## src/rtl/rca_seq_pkg.sv

```systemverilog
// Shared encodings for the nibble-serial adder controller.
package rca_seq_pkg;

    localparam int NIBBLE_W = 4;

    typedef enum logic [1:0] {
        ST_IDLE = 2'd0,
        ST_RUN  = 2'd1,
        ST_DONE = 2'd2
    } state_t;

endpackage

```

## src/rtl/rca_4bit.sv

```systemverilog
// 4-bit ripple-carry adder used as the nibble datapath.
module rca_4bit (
    input  logic [3:0] a,
    input  logic [3:0] b,
    input  logic       cin,
    output logic [3:0] s,
    output logic       cout
);

    logic [4:0] c;

    assign c[0] = cin;

    for (genvar i = 0; i < 4; i++) begin : g_fa
        assign s[i]   = a[i] ^ b[i] ^ c[i];
        assign c[i+1] = (a[i] & b[i]) | (c[i] & (a[i] ^ b[i]));
    end

    assign cout = c[4];

endmodule

```

## src/rtl/rca_seq_add_ctrl.sv

```systemverilog
// Nibble-serial WIDTH-bit adder built on one rca_4bit, LSB nibble first, with valid/ready on both sides.
// Define RCA_SEQ_OVF_EN to produce the signed overflow flag; otherwise ovf is tied low.
module rca_seq_add_ctrl
    import rca_seq_pkg::*;
#(
    parameter int WIDTH = 16
) (
    input  logic             clk,
    input  logic             rst_n,
    input  logic             in_valid,
    output logic             in_ready,
    input  logic [WIDTH-1:0] a,
    input  logic [WIDTH-1:0] b,
    input  logic             cin,
    output logic             out_valid,
    input  logic             out_ready,
    output logic [WIDTH-1:0] sum,
    output logic             cout,
    output logic             ovf,
    output logic             busy
);

    localparam int NIB   = WIDTH / NIBBLE_W;
    localparam int CNT_W = (NIB > 1) ? $clog2(NIB) : 1;

    state_t               state;
    logic [CNT_W-1:0]     cnt;
    logic                 carry;
    logic [WIDTH-1:0]     a_r;
    logic [WIDTH-1:0]     b_r;
    logic [NIBBLE_W-1:0]  a_nib;
    logic [NIBBLE_W-1:0]  b_nib;
    logic [NIBBLE_W-1:0]  s_nib;
    logic                 nib_cout;
    logic [WIDTH-1:0]     sum_next;
    logic                 last;
    int unsigned          sh;

    always_comb begin
        sh       = NIBBLE_W * int'(cnt);
        a_nib    = NIBBLE_W'(a_r >> sh);
        b_nib    = NIBBLE_W'(b_r >> sh);
        // Replace only the nibble currently being produced.
        sum_next = (sum & ~(WIDTH'({NIBBLE_W{1'b1}}) << sh)) | (WIDTH'(s_nib) << sh);
        last     = (cnt == CNT_W'(NIB - 1));
    end

    rca_4bit u_rca (
        .a    (a_nib),
        .b    (b_nib),
        .cin  (carry),
        .s    (s_nib),
        .cout (nib_cout)
    );

`ifdef RCA_SEQ_OVF_EN
    logic ovf_r;
    assign ovf = ovf_r;
`else
    assign ovf = 1'b0;
`endif

    always_ff @(posedge clk or negedge rst_n) begin
        if (!rst_n) begin
            state     <= ST_IDLE;
            cnt       <= '0;
            carry     <= 1'b0;
            a_r       <= '0;
            b_r       <= '0;
            sum       <= '0;
            cout      <= 1'b0;
            out_valid <= 1'b0;
            busy      <= 1'b0;
            in_ready  <= 1'b1;
`ifdef RCA_SEQ_OVF_EN
            ovf_r     <= 1'b0;
`endif
        end else begin
            case (state)
                ST_IDLE: begin
                    if (in_valid) begin
                        a_r      <= a;
                        b_r      <= b;
                        carry    <= cin;
                        cnt      <= '0;
                        state    <= ST_RUN;
                        in_ready <= 1'b0;
                        busy     <= 1'b1;
                    end
                end
                ST_RUN: begin
                    sum   <= sum_next;
                    carry <= nib_cout;
                    if (last) begin
                        cout      <= nib_cout;
`ifdef RCA_SEQ_OVF_EN
                        ovf_r     <= (a_r[WIDTH-1] == b_r[WIDTH-1]) &&
                                     (s_nib[NIBBLE_W-1] != a_r[WIDTH-1]);
`endif
                        state     <= ST_DONE;
                        out_valid <= 1'b1;
                    end else begin
                        cnt <= cnt + CNT_W'(1);
                    end
                end
                ST_DONE: begin
                    if (out_ready) begin
                        state     <= ST_IDLE;
                        out_valid <= 1'b0;
                        busy      <= 1'b0;
                        in_ready  <= 1'b1;
                    end
                end
                default: begin
                    state     <= ST_IDLE;
                    out_valid <= 1'b0;
                    busy      <= 1'b0;
                    in_ready  <= 1'b1;
                end
            endcase
        end
    end

endmodule

```

## config.mk

```make
export PLATFORM = sky130hd
export DESIGN_NAME = rca_seq_add_ctrl
export DESIGN_NICKNAME = d
export VERILOG_FILES = /design/src/rtl/rca_seq_pkg.sv /design/src/rtl/rca_4bit.sv /design/src/rtl/rca_seq_add_ctrl.sv
export SDC_FILE = /design/constraint.sdc
export NUM_CORES = 1
export LEC_CHECK = 0
export CAP_MARGIN = 25
export CORE_MARGIN = 3
export CORE_UTILIZATION = 40
export DETAILED_ROUTE_END_ITERATION = 8
export GPL_TIMING_DRIVEN = 0
export PLACE_DENSITY = 0.65
export SLEW_MARGIN = 20
export SYNTH_ARGS = -nofsm -noshare
export SYNTH_HDL_FRONTEND = slang
export SYNTH_SLANG_ARGS = --single-unit
```

## constraint.sdc

```tcl
create_clock -name clk -period 9.2 [get_ports clk]
set_input_delay 1.84 -clock clk [delete_from_list [all_inputs] [get_ports clk]]
set_output_delay 1.84 -clock clk [all_outputs]
set_load 0.05 [all_outputs]
```

==> results.cfg, run 1 <==
[global_routing]
grt_max_degree = 58
grt_overflow_total = 0
first_global_vias = 1759
grt_antenna_before_repair = 0
grt_use_total_pct = 14.6
grt_pass1_wl_mm = 8.49

[sta]
max_slew.worst_pin.slew_ns = 0.696
setup_violations = 0
period_needed_ns = 3.51
rsz0062_at_grt = no
slew_viol_final = 0
finalHoldViolations = 0
relSlewSlack_pct = 53.6
fin_crit_sh_pct = 38.2
clock_skew_ns = 0.0117
max_clock_freq_mhz = 285
fin_setup_tns_ns = 0

[clock_network]
ctsHoldBuffers = 0
cts_made_buffers = 9
clk_pin_slew_ns = 0.06
clock_path_buffers = 2
postCtsSetupBuffers = 0
clock_sinks = 57
cts_tree = yes
cts_resized = 0
clk_latency_ns = 0.33
htree_levels = 3
cts_root_buf = clkbuf_8

[routing]
route.vias.total = 1691
routed_via_density = 5.11
drtAntennaViolNets = 0
dr.first_iter.drc_count = 93
drc_errors = 0
wl_per_cell_um = 15.6
routed_wl_mm = 5.17
drt_first_pass_iters = 4

[worst_setup_path]
arrival_ns = 1.67
reg2reg_setup_slack_ns = 5.76
path_cells = clkdlybuf4s50_1
startpoint_type = flip-flop
critPathMaxFanout = 3
end_kind = output pin
cpMaxStageDelayCell = clkdlybuf4s50_1
crit_family = buffers and inverters
worstSetupPathType = reg -> out
path_buf_inv = 1
timing.rr.start = cnt[0]
cp_data_required_time_ns = 7.36
cpPeakStageDelay_ns = 0.80
cp-startpoint = in_ready

[yosys]
synth_edf_count = 0
syn-num-nets = 227
seq_area_frac_synth_pct = 52.1
avgSynthCellArea_um2 = 15.0
syn_area_mm2 = 0.00274
ys_top_cells_by_area = dfrtp_1, mux2_4, mux4_2
synth_top_area_share_pct = 51.2
synthTopCellsByCount = dfrtp_1, mux2_4, nand2_1
synthDistinctLibCells = 29
yosysWarnings = 0
async_flop_share_pct = 100
synth.most_common_cell = dfrtp_1
synth_seq_cells = 57
yosysTopAreaCell = dfrtp_1
yosys_most_used_dff = dfrtp_1
synthCells = 182

[die]
core-area_mm2 = 0.00649
die_area_mm2 = 0.00788
num_rows = 29
fp.dieH_um = 88.7
ios = 58
start_util_pct = 42.2
die_x_um = 88.7

[final_layout]
drive_gt1_share_pct = 26.4
fill_cells = 551
diodes = 0
nets = 294
syn_to_final_growth_pct = 29.8
design_area_mm2 = 0.00355

[hold_path]
hold_class = reg -> reg
hold_start = sum[5]

[placement]
hpwl_mm = 3.78
io_buffers = 56
place_congestion = 0.804
placed_area_mm2 = 0.00339

[flow_run]
maxCapViolCount = 0

[power_and_ir_drop]
fin_total_pwr_mw = 1.53
irDropWorstVdd_v = 0.000172
power_density_mw_per_mm2 = 430
p_leak_nw = 1.55

[run_status]
status = finished clean
==> worst paths after layout <==
check / end / cells after the start
hold / removal: sum[5] / 1
min in group asynchronous: sum[11] / 1
setup / recovery: in_ready / 1
setup reg to reg: sum[11] / 8
max in group asynchronous: a_r[12] / 1
hold reg to reg: sum[5] / 1
==> where the power goes <==
| part | internal, mW | switching (mW) | total (mW) |
|---|---|---|---|
| Combinational | 0.424 | 0.455 | 0.879 |
| Sequential | 0.378 | 0.0751 | 0.453 |
| Clock | 0.105 | 0.0910 | 0.196 |
==> routing by layer <==
layer,share of wire (%),track usage [%]
met5,0,0
met4,2.1,8.93
met3,5.2,3.17
met2,45,20.8
met1,48,20.5
==> cell type report <==
cell class | instances | area, um^2 | area share [%]
buffer | 12 | 118 | 3.31
clock buffer | 15 | 156 | 4.40
clock inverter | 1 | 5.00 | 0.141
inverter | 5 | 18.8 | 0.528
multi-input combinational | 108 | 1170 | 33.1
sequential | 57 | 1430 | 40.2
tap | 77 | 96.3 | 2.71
timing repair buffer | 56 | 558 | 15.7
==> through the flow <==
step	utilization (%)	setup WS, ns	instances	hold slack (ns)
6_report	54.7	5.69	331	0.490
5_1_grt	54.7	5.64	331	0.498
4_1_cts	54.7	5.67	331	0.494
3_5_place_dp	52.2	5.72	315	0.481
3_3_place_gp	52.3	4.48	315	0.478
2_1_floorplan	-	6.03	182	0.476
==> sequential cells by signal (all words and copies together) (netlist names) <==
register / count
a_r: 16
b_r: 16
busy: 1
carry: 1
cnt: 2
cout: 1
in_ready: 1
out_valid: 1
state: 2
sum: 16
==> cell families (layout without fill, tap and decap cells) <==
logic type      after synthesis  count (layout)  share of synthesized area (%)
buf+inv                      17              89                           4.98
other cells                   1               1                          0.137
compound gates               27              27                           8.09
flops                        57              57                           52.1
mux                          41              41                           24.3
simple gates                 31              31                           5.66
fa+ha+maj                     8               8                           4.75
==> cell usage in the layout (no fill, tap or decap), types with 2 or more instances in the layout <==
| master | instances |
|---|---|
| clkdlybuf4s50_1 | 55 |
| dfrtp_1 | 56 |
| mux4_2 | 8 |
| o21ai_0 | 3 |
| ha_1 | 4 |
| mux2_4 | 30 |
| clkbuf_1 | 6 |
| nand2_1 | 14 |
| clkbuf_8 | 10 |
| nand3_1 | 3 |
| a32o_1 | 12 |
| mux2_2 | 3 |
| buf_4 | 4 |
| nor2b_4 | 2 |
| inv_1 | 5 |
| fa_1 | 4 |
| nand2b_1 | 2 |
| a21oi_1 | 4 |
| nor2_1 | 8 |
| buf_2 | 4 |
| o2bb2ai_1 | 4 |
| buf_12 | 3 |
(Power assumes the default switching activity.)
==> run 2: changes to the inputs <==
Clock period 9.2 ns to 3.3 ns, I/O delays scaled along.
==> results.cfg, run 2 (synthesized netlist as in run 1, its figures left out) <==
[worst_setup_path]
crit_cells = 9
endpoint = sum[15]
worstSetupPathType = reg -> reg
crit_family = adder cells
arrival_ns = 3.46
cpMaxStageDelayCell = fa_2
path_cells = buf_6 > buf_8 > mux4_2 > fa_1 > fa_1 > fa_2 > fa_2 > nand2_1 > o2bb2ai_1
r2r-end = sum[15]
cpPeakStageDelay_ns = 0.61
startpoint_type = flip-flop
path_buf_inv = 2
timing.rr.start = cnt[0]
r2r_cells = 9
cp_data_required_time_ns = 3.56
end_kind = flip-flop
critPathMaxFanout = 10
reg2reg_setup_slack_ns = 0.11
cp-startpoint = cnt[0]

[global_routing]
grt_pass1_wl_mm = 8.63
grt_max_degree = 58
grt_overflow_total = 0
grt_antenna_before_repair = 0
first_global_vias = 1781
grt_use_total_pct = 14.9

[placement]
hpwl_mm = 3.78
placed_cells = 315
io_buffers = 56
place_congestion = 0.804
dp_slack_ns = -0.180

[clock_network]
clock_path_buffers = 2
clk_latency_ns = 0.34
cts_made_buffers = 9
cts_tree = yes
cts_root_buf = clkbuf_8
clk_pin_slew_ns = 0.06
htree_levels = 3
clock_sinks = 57

[final_layout]
final_cell_mix = dfrtp_1, clkdlybuf4s50_1, mux2_4
final_common_cell = dfrtp_1
diodes = 0
fill_cells = 547
nets = 297
regArea_mm2 = 0.00143
syn_to_final_growth_pct = 31.3
drive_gt1_share_pct = 28.0
multi_input_area_mm2 = 0.00118
instances_no_fill = 334
largestRegisters = a_r x16, b_r x16, sum x16

[flow_run]
maxCapViolCount = 0

[die]
num_rows = 29
die_x_um = 88.7
start_util_pct = 42.2
ios = 58
fp.dieH_um = 88.7
die_area_mm2 = 0.00788
core-area_mm2 = 0.00649

[routing]
drt_first_pass_iters = 4
drc_errors = 0
dr.first_iter.drc_count = 96
route.vias.total = 1705
wl_per_cell_um = 15.8
routed_via_density = 5.10
routed_wl_mm = 5.27
drtAntennaViolNets = 0

[sta]
setup_violations = 0
max_clock_freq_mhz = 313
finalHoldViolations = 0
fin_crit_sh_pct = 96.8
clock_skew_ns = 0.0118
period_needed_ns = 3.19
slew_viol_final = 0
finalHoldWorstSlack_ns = 0.363
rsz0062_at_grt = no
max_slew.worst_pin.slew_ns = 0.707
relSlewSlack_pct = 52.9
worst_slack_ns = 0.106

[run_status]
status = finished clean

[power_and_ir_drop]
fin_total_pwr_mw = 4.34
p_leak_nw = 1.56
irDropWorstVdd_v = 0.000497
power_density_mw_per_mm2 = 1210

[hold_path]
hold_class = in -> async
[run 2: repair_timing]
action / CTS / global route
endpoints found under the hold margin: 0 / 0
hold buffers: 0 / 0
resized for setup: 5 / 1
buffers inserted: 3 / 0
pin swaps: 1 / 1
endpoints found under the setup margin: 6 / 4
[run 2: per-layer routing]
metal	track usage, %	part of all wire (%)	vias up
met2	21.5	45	55
met3	3.17	5.6	13
met5	0	0	-
met4	8.93	2.7	0
met1	20.5	47	833
li1	-	-	804
[run 2: worst reg2reg max path: stages (launching register included)]
cell	delay (ns)
dfrtp_1	0.37
buf_6	0.13
buf_8	0.14
mux4_2	0.52
fa_1	0.39
fa_1	0.39
fa_2	0.36
fa_2	0.61
nand2_1	0.07
o2bb2ai_1	0.13
[run 2: cell type report]
| class | instances | area share (%) |
|---|---|---|
| plain buffers | 12 | 3.65 |
| inverters | 5 | 0.522 |
| clock buffers | 15 | 4.35 |
| repair buffers | 59 | 16.1 |
| multi-input cells | 108 | 32.8 |
| flip-flops and latches | 57 | 39.7 |
| well taps | 77 | 2.68 |
| clock inverters | 1 | 0.139 |
[run 2: metrics by stage]
| stage | TNS (ns) | util, % | instance area [um^2] |
|---|---|---|---|
| after floorplan | 0 | - | 2740 |
| after global placement | -13.83 | 52.3 | 3400 |
| after detailed placement | -0.777 | 52.2 | 3390 |
| after CTS | 0 | 55.3 | 3590 |
| after global routing | 0 | 55.4 | 3600 |
| final | 0 | 55.4 | 3600 |
[run 2: how the worst min path moves through the flow]
stage                   end  slack, ns
floorplan            a_r[0]       0.36
global placement     sum[7]       0.48
detailed placement   sum[5]       0.48
CTS                 sum[14]       0.40
global route        sum[15]       0.43
finish              sum[10]       0.36
[run 2: power by group]
group | leakage [nW] | internal (mW) | total (mW) | switching [mW]
clock | 0.0817 | 0.293 | 0.550 | 0.257
combinational | 0.802 | 1.25 | 2.53 | 1.29
sequential | 0.680 | 1.05 | 1.26 | 0.209
total | 1.56 | 2.59 | 4.34 | 1.75
